[config.mk]
export PLATFORM = sky130hd
export DESIGN_NAME = cic_integrator_chain
export DESIGN_NICKNAME = d
export VERILOG_FILES = /design/src/rtl/cic_integrator_chain.sv
export SDC_FILE = /design/constraint.sdc
export NUM_CORES = 1
export LEC_CHECK = 0
export CAP_MARGIN = 0
export CORE_MARGIN = 3
export CORE_UTILIZATION = 50
export CTS_BUF_LIST = sky130_fd_sc_hd__clkbuf_4 sky130_fd_sc_hd__clkbuf_8 sky130_fd_sc_hd__clkbuf_16
export CTS_CLUSTER_DIAMETER = 200
export DETAILED_ROUTE_END_ITERATION = 10
export PLACE_DENSITY = 0.74
export SYNTH_ARGS = -nofsm -noshare
export SYNTH_HDL_FRONTEND = slang
export SYNTH_SLANG_ARGS = --single-unit
[constraint.sdc]
create_clock -name clk -period 2.9 [get_ports clk]
set_input_delay 0.435 -clock clk [delete_from_list [all_inputs] [get_ports clk]]
set_output_delay 0.435 -clock clk [all_outputs]
set_load 0.01 [all_outputs]
[src/rtl/cic_integrator_chain.sv]
// Cascaded multi-channel CIC integrator section: STAGES accumulators per channel,
// one pipeline register per stage, modulo-2^ACC_WIDTH arithmetic, MSB-truncated output.
module cic_integrator_chain #(
  parameter int DATA_WIDTH_INP = 8,
  parameter int DATA_WIDTH_OUT = 12,
  parameter int ACC_WIDTH      = 12,
  parameter int STAGES         = 3,
  parameter int NUM_CH         = 1,
  parameter int USE_DSP        = 1,
  localparam int CH_W          = (NUM_CH > 1) ? $clog2(NUM_CH) : 1
) (
  input  logic                             clk,
  input  logic                             reset_n,
  input  logic                             clr,
  input  logic signed [DATA_WIDTH_INP-1:0] inp_samp_data,
  input  logic                             inp_samp_str,
  input  logic        [CH_W-1:0]           inp_samp_ch,
  output logic signed [DATA_WIDTH_OUT-1:0] out_samp_data,
  output logic                             out_samp_str,
  output logic        [CH_W-1:0]           out_samp_ch
);

  typedef logic signed [ACC_WIDTH-1:0] acc_t;

  if (ACC_WIDTH < DATA_WIDTH_INP || DATA_WIDTH_OUT > ACC_WIDTH || STAGES < 1 ||
      NUM_CH < 1 || (USE_DSP != 0 && USE_DSP != 1)) begin : g_bad_param
    $error("cic_integrator_chain: invalid parameter set");
  end

  function automatic acc_t sign_ext(input logic signed [DATA_WIDTH_INP-1:0] x);
    return acc_t'(x);
  endfunction

  // Wrap-around is the CIC property that cancels in the comb section.
  function automatic acc_t wrap_add(input acc_t a, input acc_t b);
    return a + b;
  endfunction

  function automatic logic signed [DATA_WIDTH_OUT-1:0] trunc_msb(input acc_t a);
    return DATA_WIDTH_OUT'(a >>> (ACC_WIDTH - DATA_WIDTH_OUT));
  endfunction

  localparam logic [CH_W:0] NUM_CH_L = (CH_W + 1)'(NUM_CH);

  logic ch_ok;

  acc_t            acc     [STAGES][NUM_CH];
  acc_t            sum_p   [STAGES];
  logic            vld_p   [STAGES];
  logic [CH_W-1:0] ch_p    [STAGES];

  acc_t            add_in  [STAGES];
  logic            add_vld [STAGES];
  logic [CH_W-1:0] add_ch  [STAGES];
  acc_t            new_sum [STAGES];

  assign ch_ok = ({1'b0, inp_samp_ch} < NUM_CH_L);

  always_comb begin
    add_in[0]  = sign_ext(inp_samp_data);
    add_vld[0] = inp_samp_str && ch_ok;
    add_ch[0]  = ch_ok ? inp_samp_ch : '0;
    for (int k = 1; k < STAGES; k++) begin
      add_in[k]  = sum_p[k-1];
      add_vld[k] = vld_p[k-1];
      add_ch[k]  = ch_p[k-1];
    end
    for (int k = 0; k < STAGES; k++) begin
      new_sum[k] = wrap_add(acc[k][add_ch[k]], add_in[k]);
    end
  end

  // Stage k registers: acc[k][*] plus the sum_p/vld_p/ch_p pipeline register.
  always_ff @(posedge clk) begin
    if (!reset_n) begin
      for (int k = 0; k < STAGES; k++) begin
        for (int c = 0; c < NUM_CH; c++) acc[k][c] <= '0;
        vld_p[k] <= 1'b0;
        sum_p[k] <= '0;
        ch_p[k]  <= '0;
      end
    end else if (clr) begin
      for (int k = 0; k < STAGES; k++) begin
        for (int c = 0; c < NUM_CH; c++) acc[k][c] <= '0;
        vld_p[k] <= 1'b0;
      end
    end else begin
      for (int k = 0; k < STAGES; k++) begin
        vld_p[k] <= add_vld[k];
        if (add_vld[k]) begin
          acc[k][add_ch[k]] <= new_sum[k];
          sum_p[k]          <= new_sum[k];
          ch_p[k]           <= add_ch[k];
        end
      end
    end
  end

  assign out_samp_data = trunc_msb(sum_p[STAGES-1]);
  assign out_samp_str  = vld_p[STAGES-1];
  assign out_samp_ch   = ch_p[STAGES-1];

endmodule
==> out/metrics.cfg, run 1 <==
[clock_tree]
root_buffer=clkbuf_8
cts_buffer_depth=2
cts_resized=0
hold_buffers=0
path_clk_slew_ns=0.08
clkLatencyLatePin_ns=0.34
postCtsSetupBuffers=0
numClockSinks=75
cts_tree=yes
htreeDepth=3
numCtsBuffers=9

[power]
powerDensity_mw_per_mm2=590
p_comb_frac=0.207
sw_frac_of_total=0.259
p_switching_mw=0.746
clkPwrFrac=0.328
seqPwrFrac=0.465
ir_drop_mv=0.315
leakage_nw=2.03
power.internal_mw=2.13

[route]
avgViaCountPerCell=5.69
wl_mm=7.41
drt_iter0_drc=197
ant_nets=0
drc=0
dr.pass1.iters=5
routed-wl-met3_um=316
vias=2837
wl_met2_mm=3.64
wl_met1_mm=3.29
wire_per_inst_um=14.9
highest_layer=met4

[floorplan]
fp.dieH_um=98.1
die_x_um=98.1
rows=32
io-pin-count=27
die_area_mm2=0.00963
coreArea_mm2=0.00797
start_util=0.533

[yosys]
yosys_warnings=0
synth_ff_type=edfxtp_1
ys_seq_area_frac=0.531
synthCells=357
synth_edf_count=75
synth.distinct_cells=49
synth_area_mm2=0.00424
ys_async_sr_fraction=0
synth.avg_cell_area_um2=11.9
ys_ff_latch=75

[place]
place_ws_ns=0.179
placed_area_mm2=0.00465
portBuffers=25
place_congestion=0.913
place.detailed.hpwl_mm=5.60

[worst_hold_path]
hold_path.class=flop to flop

[grt]
antenna_found_initial=0
grt_pass1_vias=2819
grt_max_degree=31
grt_use_total=0.163
grt_pass1_wl_mm=12.7
grt-ovfl-total=0

[cells_and_area]
utilization=0.613
final_nets=441
antenna_cells=0
design_area_mm2=0.00488
area_growth_pct=15.1
drive_above_1_share=0.0831

[timing]
worst_pin_slew_ns=0.682
rsz0062_at_grt=no
finalSetupViolCount=0
worst_hold_slack_ns=0.579
max_freq_ghz=0.385
setup_slack_ns=0.301
tns_ns=0
max_slew_margin=0.545
hold_viol=0
slew_viol_final=0
fin_skew_ns=0.0106
min_period_ns=2.60
finalCritPeriodShare=0.896

[setup_path]
cp-start-kind=flop
critPathRequiredTime_ns=2.99
crit_fanout=3
crit_path_end_kind=flop
critical_path_class=flop to flop
cp.arrival_ns=2.69

[status]
outcome=completed

[job]
drv_cap=0

-- per-stage QoR --
step,total power [mW],cells
after global routing,3.03,499
after detailed placement,1.95,483
after floorplan,1.79,359
after global placement,1.93,483
after CTS,2.90,499
final,2.88,499
-- layout by cell type, fill, tap and decap left out, types with 4 or more instances in the layout --
cell type and n:
a211oi_1 9, a21o_1 12, a21oi_1 16, a31oi_1 6, and2_1 19, and4_1 5
buf_4 4, clkbuf_8 9, clkdlybuf4s50_1 25, conb_1 4, edfxtp_1 75, ha_1 33
nand2b_1 6, nand3_1 5, nor2_1 45, nor3_1 23, o21ai_0 7, o21bai_1 5
or3_1 6, xnor2_1 7, xor2_1 13
-- power by group through the flow --
stage	Sequential, mW	Clock (mW)	Combinational, mW
after detailed placement	1.37	0	0.588
after floorplan	1.36	0	0.430
after CTS	1.34	0.969	0.592
after global routing	1.35	1.01	0.668
final	1.34	0.944	0.597
after global placement	1.36	0	0.573
-- final timing paths --
check / slack [ns] / depth (start not counted) / end / from
min reg2reg: 0.58 / 1 / vld_p[0][1] / vld_p[0][0]
min: 0.58 / 1 / vld_p[0][1] / vld_p[0][0]
max reg2reg: 0.30 / 7 / acc[0][34] / sum_p[0][12]
max: 0.30 / 7 / acc[0][34] / sum_p[0][12]
-- worst max-delay path, cell delays in order, from the launching register on --
cell and delay, ns:
edfxtp_1 0.38, ha_1 0.25, fa_1 0.43, a211oi_1 0.42, o21bai_1 0.20, a221oi_1 0.35
xor2_1 0.25, nor2_1 0.06
-- Yosys cell counts, types with 4 or more instances --
cell	instances	share of area
or3_1	6	0.0088
nand2_1	4	0.0035
a21o_1	12	0.021
and4_1	5	0.010
o21bai_1	5	0.0088
nor3_1	23	0.027
nand2b_1	6	0.0088
ha_1	33	0.097
edfxtp_1	75	0.53
a31oi_1	6	0.0088
nor2_1	45	0.040
xor2_1	13	0.027
xnor2_1	7	0.014
a21oi_1	16	0.019
nand3_1	5	0.0059
a211oi_1	9	0.016
clkbuf_1	7	0.0062
and2_1	19	0.028
o21ai_0	7	0.0083
-- flip-flops by register name, summed over array words and instances (netlist names) --
name,flops
sum_p,36
vld_p,3
acc,36
-- final cells by class --
class	instances	area, um2
Clock inverter	6	104
Timing Repair Buffer	30	300
Multi-Input combinational cell	273	1960
Fill cell	617	3080
Sequential cell	75	2250
Inverter	3	11.3
Tap cell	102	128
Clock buffer	10	131
-- per-layer routing --
| metal | track usage | vias to the layer above |
|---|---|---|
| met5 | 0 | - |
| met4 | 0.0777 | 0 |
| met3 | 0.0329 | 15 |
| met2 | 0.268 | 88 |
| met1 | 0.206 | 1281 |
| li1 | - | 1453 |
-- kinds of logic (layout without fill, tap and decap cells) --
family          count (synthesis)  after routing  synth area share
simple gates                  131            131             0.163
compound gates                 82             82             0.142
flops                          75             75             0.531
fa+ha+maj                      36             36             0.111
xor+xnor                       20             20            0.0413
buf+inv                        11             49            0.0106
other cells                     2              4           0.00177
Note: power is estimated with default switching activity, not from simulation.
==> run 2, diff against run 1 <==
Clock period 2.9 ns to 3.2 ns, I/O delays scaled along.
==> run 2 against run 1 <==
Hold slack better by 0.0087 ns. Critical path depth unchanged. Count of clock-buffer cells in the layout stayed put. Critical path type unchanged. Routed wire length fell by 1.7%.
==> out/metrics.cfg, run 2 (synthesized netlist as in run 1, its figures left out) <==
[cells_and_area]
final_nets=440  ; was 441
final_common_cell=edfxtp_1  ; unchanged
design_area_mm2=0.00477  ; was 0.00488 mm2
final_cell_mix=edfxtp_1, nor2_1, ha_1  ; unchanged
reg_top3=acc (36), sum_p (36), vld_p (3)  ; unchanged
antenna_cells=0  ; unchanged
drive_above_1_share=0.0689  ; was 0.0831
area_growth_pct=12.3  ; was 15.1%
utilization=0.598  ; was 0.613

[setup_path]
cp.arrival_ns=2.64  ; was 2.69 ns
critical_path_class=flop to flop  ; unchanged
cp-start-kind=flop  ; unchanged
r2r-end=acc[0][34]  ; unchanged
startpoint=sum_p[0][12]  ; unchanged
r2r_start=sum_p[0][12]  ; unchanged
r2r_slack_ns=0.64  ; was 0.30 ns
critPathRequiredTime_ns=3.28  ; was 2.99 ns
crit_path_end_kind=flop  ; unchanged
rr_worst_depth=7  ; unchanged
crit_fanout=3  ; unchanged

[grt]
grt_pass1_wl_mm=13.2  ; was 12.7 mm
grt_max_degree=24  ; was 31
grt_pass1_vias=2847  ; was 2819
grt-ovfl-total=0  ; unchanged
antenna_found_initial=0  ; unchanged
grt_use_total=0.169  ; was 0.163

[power]
leakage_nw=1.97  ; was 2.03 nW
powerDensity_mw_per_mm2=487  ; was 590 mW/mm2
ir_drop_mv=0.268  ; was 0.315 mV

[timing]
tns_ns=0  ; unchanged
rsz0062_at_grt=no  ; unchanged
worst_pin_slew_ns=0.760  ; was 0.682 ns
finalSetupViolCount=0  ; unchanged
slew_viol_final=0  ; unchanged
hold_viol=0  ; unchanged
min_period_ns=2.56  ; was 2.60 ns
finalCritPeriodShare=0.801  ; was 0.896
fin_skew_ns=0.0103  ; was 0.0106 ns
max_freq_ghz=0.390  ; was 0.385 GHz
max_slew_margin=0.493  ; was 0.545

[clock_tree]
htreeDepth=3  ; unchanged
numClockSinks=75  ; unchanged
root_buffer=clkbuf_8  ; unchanged
postCtsSetupBuffers=0  ; unchanged
cts_tree=yes  ; unchanged
clkLatencyLatePin_ns=0.34  ; about the same
cts_buffer_depth=2  ; unchanged
numCtsBuffers=9  ; unchanged
hold_buffers=0  ; unchanged
path_clk_slew_ns=0.07  ; was 0.08 ns
cts_resized=0  ; unchanged

[status]
outcome=completed  ; unchanged

[job]
drv_cap=0  ; unchanged

[route]
dr.pass1.iters=4  ; was 5
ant_nets=0  ; unchanged
drt_iter0_drc=117  ; was 197
wl_mm=7.28  ; was 7.41 mm
vias=2789  ; was 2837
drc=0  ; unchanged
wire_per_inst_um=14.7  ; was 14.9 um
avgViaCountPerCell=5.65  ; was 5.69

[floorplan]
die_x_um=98.1  ; unchanged
die_area_mm2=0.00963  ; unchanged
fp.dieH_um=98.1  ; unchanged
coreArea_mm2=0.00797  ; unchanged
rows=32  ; unchanged
start_util=0.533  ; unchanged
io-pin-count=27  ; unchanged

[place]
portBuffers=25  ; unchanged
place_congestion=0.909  ; was 0.913
placed_area_mm2=0.00463  ; was 0.00465 mm2
place.detailed.hpwl_mm=5.58  ; was 5.60 mm

[worst_hold_path]
worstHoldEndpoint=vld_p[0][1]  ; unchanged
min-delay-start=vld_p[0][0]  ; unchanged
hold_path.class=flop to flop  ; unchanged
min_delay_path_depth=1  ; unchanged

## run 2: cell types whose count changed in the layout (fill, tap and decap cells not counted)
| cell | change |
|---|---|
| buf_12 | -1 |
| clkinv_1 | +1 |
| clkinv_2 | -2 |
| bufinv_16 | -3 |
## run 2: how the worst max path moves through the flow
stage / slack [ns] / cells after the start / endpoint
4_1_cts: 0.61 / 7 / acc[0][34]
2_1_floorplan: 0.94 / 7 / acc[0][34]
3_5_place_dp: 0.45 / 8 / acc[0][6]
3_3_place_gp: 0.51 / 8 / sum_p[0][6]
5_1_grt: 0.50 / 7 / sum_p[0][34]
6_report: 0.64 / 7 / acc[0][34]
## run 2: final cells by class
| cell class | count | area [um2] |
|---|---|---|
| fill | 639 | 3200 |
| sequential | 75 | 2250 |
| multi-input combinational | 273 | 1960 |
| timing repair buffer | 29 | 280 |
| clock buffer | 10 | 131 |
| tap | 102 | 128 |
| inverter | 3 | 11.3 |
| clock inverter | 2 | 7.51 |
## run 2: routing by layer
metal | vias to the layer above | GRT usage | wire, um
met5 | - | 0 | 0
met4 | 0 | 0.0504 | 124
met3 | 12 | 0.0486 | 285
met2 | 47 | 0.293 | 3700
met1 | 1282 | 0.205 | 3180
li1 | 1448 | - | -
## run 2: where the power goes
group	switching (mW)	internal (mW)
clock network	0.302	0.268
registers	0.0298	1.18
logic	0.309	0.226
## run 2: stage by stage
| step | setup slack [ns] | total power, mW | instances | hold slack (ns) |
|---|---|---|---|---|
| 3_3_place_gp | 0.511 | 1.75 | 482 | 0.574 |
| 5_1_grt | 0.502 | 2.47 | 494 | 0.642 |
| 3_5_place_dp | 0.454 | 1.77 | 482 | 0.578 |
| 6_report | 0.636 | 2.32 | 494 | 0.587 |
| 4_1_cts | 0.610 | 2.35 | 494 | 0.588 |
| 2_1_floorplan | 0.939 | 1.63 | 359 | 0.555 |
## run 2: worst max-delay path, stage by stage (launching register included)
cell	delay, ns
edfxtp_1	0.39
ha_1	0.26
fa_1	0.43
a211oi_1	0.44
o21bai_1	0.18
a221oi_1	0.31
xor2_1	0.24
nor2_1	0.06
==> run 3, diff against run 2 <==
Settings changed: PLACE_DENSITY 0.74 to 0.77.
Clock period 3.2 ns to 2.3 ns, I/O delays scaled along.
==> run 3 against run 2 <==
Die area is the same. Critical path depth down 1. First-iteration DRC count increased by 78%. Sequential share of layout area shrank 4.1 points. Non-clock buffer count is 38 higher. Critical path type unchanged. Highest routed layer unchanged.
==> out/metrics.cfg, run 3 (synthesized netlist as in run 1, its figures left out) <==
[status]
outcome=completed  ; unchanged

[route]
drt_iter0_drc=208  ; was 117
drc=0  ; unchanged
wl_mm=8.24  ; was 7.28 mm
dr.pass1.iters=4  ; unchanged
ant_nets=0  ; unchanged
wl_met1_mm=3.61  ; was 3.18 mm
wire_per_inst_um=15.4  ; was 14.7 um
wl_met2_mm=4.14  ; was 3.70 mm
avgViaCountPerCell=5.73  ; was 5.65
routed-wl-met3_um=309  ; was 285 um
vias=3066  ; was 2789
highest_layer=met4  ; unchanged

[setup_path]
path_cells=ha_4 > and3_4 > a2111o_1 > a221o_1 > a211oi_2 > nor3_1  ; was ha_1 > fa_1 > a211oi_1 > o21bai_1 > a221oi_1 > xor2_1 > nor2_1
crit_fanout=5  ; was 3
crit_path_end_kind=flop  ; unchanged
cp_top_family=compound AO/OA/AOI/OAI gates  ; unchanged
cp-start-kind=flop  ; unchanged
critical_path_depth=6  ; was 7
critPathRequiredTime_ns=2.39  ; was 3.28 ns
critical_path_class=flop to flop  ; unchanged
crit_path_max_incr_delay_ns=0.47  ; was 0.44 ns
slowest_stage=a2111o_1  ; was a211oi_1
rr_worst_depth=6  ; was 7
worst-path-buf-inv=0  ; unchanged
cp.arrival_ns=2.34  ; was 2.64 ns

[power]
power.internal_mw=2.48  ; was 1.68 mW
powerDensity_mw_per_mm2=663  ; was 487 mW/mm2
seqPwrFrac=0.491  ; was 0.523
p_comb_frac=0.264  ; was 0.231
sw_frac_of_total=0.284  ; was 0.276
ir_drop_mv=0.343  ; was 0.268 mV
clkPwrFrac=0.245  ; was 0.246
p_total_mw=3.46  ; was 2.32 mW
p_switching_mw=0.984  ; was 0.641 mW
leakage_nw=2.19  ; was 1.97 nW

[floorplan]
io-pin-count=27  ; unchanged
die_x_um=98.1  ; unchanged
die_area_mm2=0.00963  ; unchanged
rows=32  ; unchanged
fp.dieH_um=98.1  ; unchanged
coreArea_mm2=0.00797  ; unchanged
start_util=0.533  ; unchanged

[cells_and_area]
utilization=0.655  ; was 0.598
design_area_mm2=0.00522  ; was 0.00477 mm2
final_nets=478  ; was 440
final_common_cell=edfxtp_1  ; unchanged
drive_above_1_share=0.199  ; was 0.0689
area_growth_pct=22.9  ; was 12.3%
reg_top3=acc (36), sum_p (36), vld_p (3)  ; unchanged
layoutNonFillerInstCount=535  ; was 494
final_cell_mix=edfxtp_1, nor2_1, buf_4  ; was edfxtp_1, nor2_1, ha_1
antenna_cells=0  ; unchanged

[clock_tree]
hold_buffers=0  ; unchanged
path_clk_slew_ns=0.08  ; was 0.07 ns
clkLatencyLatePin_ns=0.34  ; about the same
root_buffer=clkbuf_8  ; unchanged
cts_buffer_depth=2  ; unchanged
numClockSinks=75  ; unchanged
htreeDepth=3  ; unchanged
numCtsBuffers=9  ; unchanged
cts_tree=yes  ; unchanged

[place]
place.detailed.hpwl_mm=5.89  ; was 5.58 mm
place_ws_ns=-0.280  ; was 0.454 ns
place_congestion=0.908  ; was 0.909
dp.cells=513  ; was 482
portBuffers=25  ; unchanged
placed_area_mm2=0.00487  ; was 0.00463 mm2

[timing]
max_slew_margin=0.503  ; was 0.493
fin_skew_ns=0.0129  ; was 0.0103 ns
setup_slack_ns=0.0455  ; was 0.636 ns
worst_hold_slack_ns=0.598  ; was 0.587 ns
max_freq_ghz=0.444  ; was 0.390 GHz
tns_ns=0  ; unchanged
finalCritPeriodShare=0.980  ; was 0.801
finalSetupViolCount=0  ; unchanged
worst_pin_slew_ns=0.745  ; was 0.760 ns
hold_viol=0  ; unchanged
min_period_ns=2.25  ; was 2.56 ns
slew_viol_final=0  ; unchanged
rsz0062_at_grt=yes  ; was no

[grt]
antenna_found_initial=0  ; unchanged
grt-ovfl-total=0  ; unchanged
grt_pass1_vias=3066  ; was 2847
grt_max_degree=61  ; was 24
grt_use_total=0.176  ; was 0.169
grt_pass1_wl_mm=13.8  ; was 13.2 mm

[job]
drv_cap=0  ; unchanged

[worst_hold_path]
min_delay_path_depth=1  ; unchanged
hold_path.class=flop to flop  ; unchanged

[run 3: cell types whose count changed in the layout (fill, tap and decap cells not counted), moves of 2 or more]
cell      delta
a211oi_1     -2
a211oi_4     +2
a221oi_1     -2
a221oi_2     +2
buf_4       +36
clkinv_2     +3
fa_1         -2
fa_2         +2
ha_1         -6
ha_2         +2
ha_4         +4
o21bai_1     -2
[run 3: area by class of cell]
cell class / count / area [um2]
clock buffer: 11 / 139
inverter: 3 / 11.3
timing repair buffer: 67 / 582
fill: 611 / 2750
multi-input combinational: 273 / 2090
sequential: 75 / 2250
tap: 102 / 128
clock inverter: 4 / 18.8
[run 3: timing repair]
item                       CTS  global route
buffers inserted             5             2
pin swaps                   10            12
setup endpoints to repair   10            19
gates resized for setup      9            13
[run 3: power by group through the flow]
stage	clock [mW]	combinational, mW	sequential [mW]
2_1_floorplan	0	0.542	1.72
5_1_grt	0.919	1.01	1.71
4_1_cts	0.872	0.866	1.70
3_5_place_dp	0	0.831	1.72
3_3_place_gp	0	0.802	1.72
6_report	0.849	0.913	1.70
[run 3: worst paths after layout]
kind / startpoint / end / slack (ns)
setup / recovery: sum_p[0][4] / acc[0][23] / 0.05
hold / removal: vld_p[0][0] / vld_p[0][1] / 0.60
setup reg to reg: sum_p[0][4] / acc[0][23] / 0.05
hold reg to reg: vld_p[0][0] / vld_p[0][1] / 0.60
[run 3: metal layers]
metal,vias up,GRT usage
li1,1521,-
met1,1447,0.214
met2,79,0.301
met3,19,0.0379
met4,0,0.0798
met5,-,0
[run 3: worst reg2reg max path, cell delays in order, from the launching register on]
cell and delay [ns]:
edfxtp_1 0.44, ha_4 0.29, and3_4 0.18, a2111o_1 0.47, a221o_1 0.33, a211oi_2 0.22, nor3_1 0.09
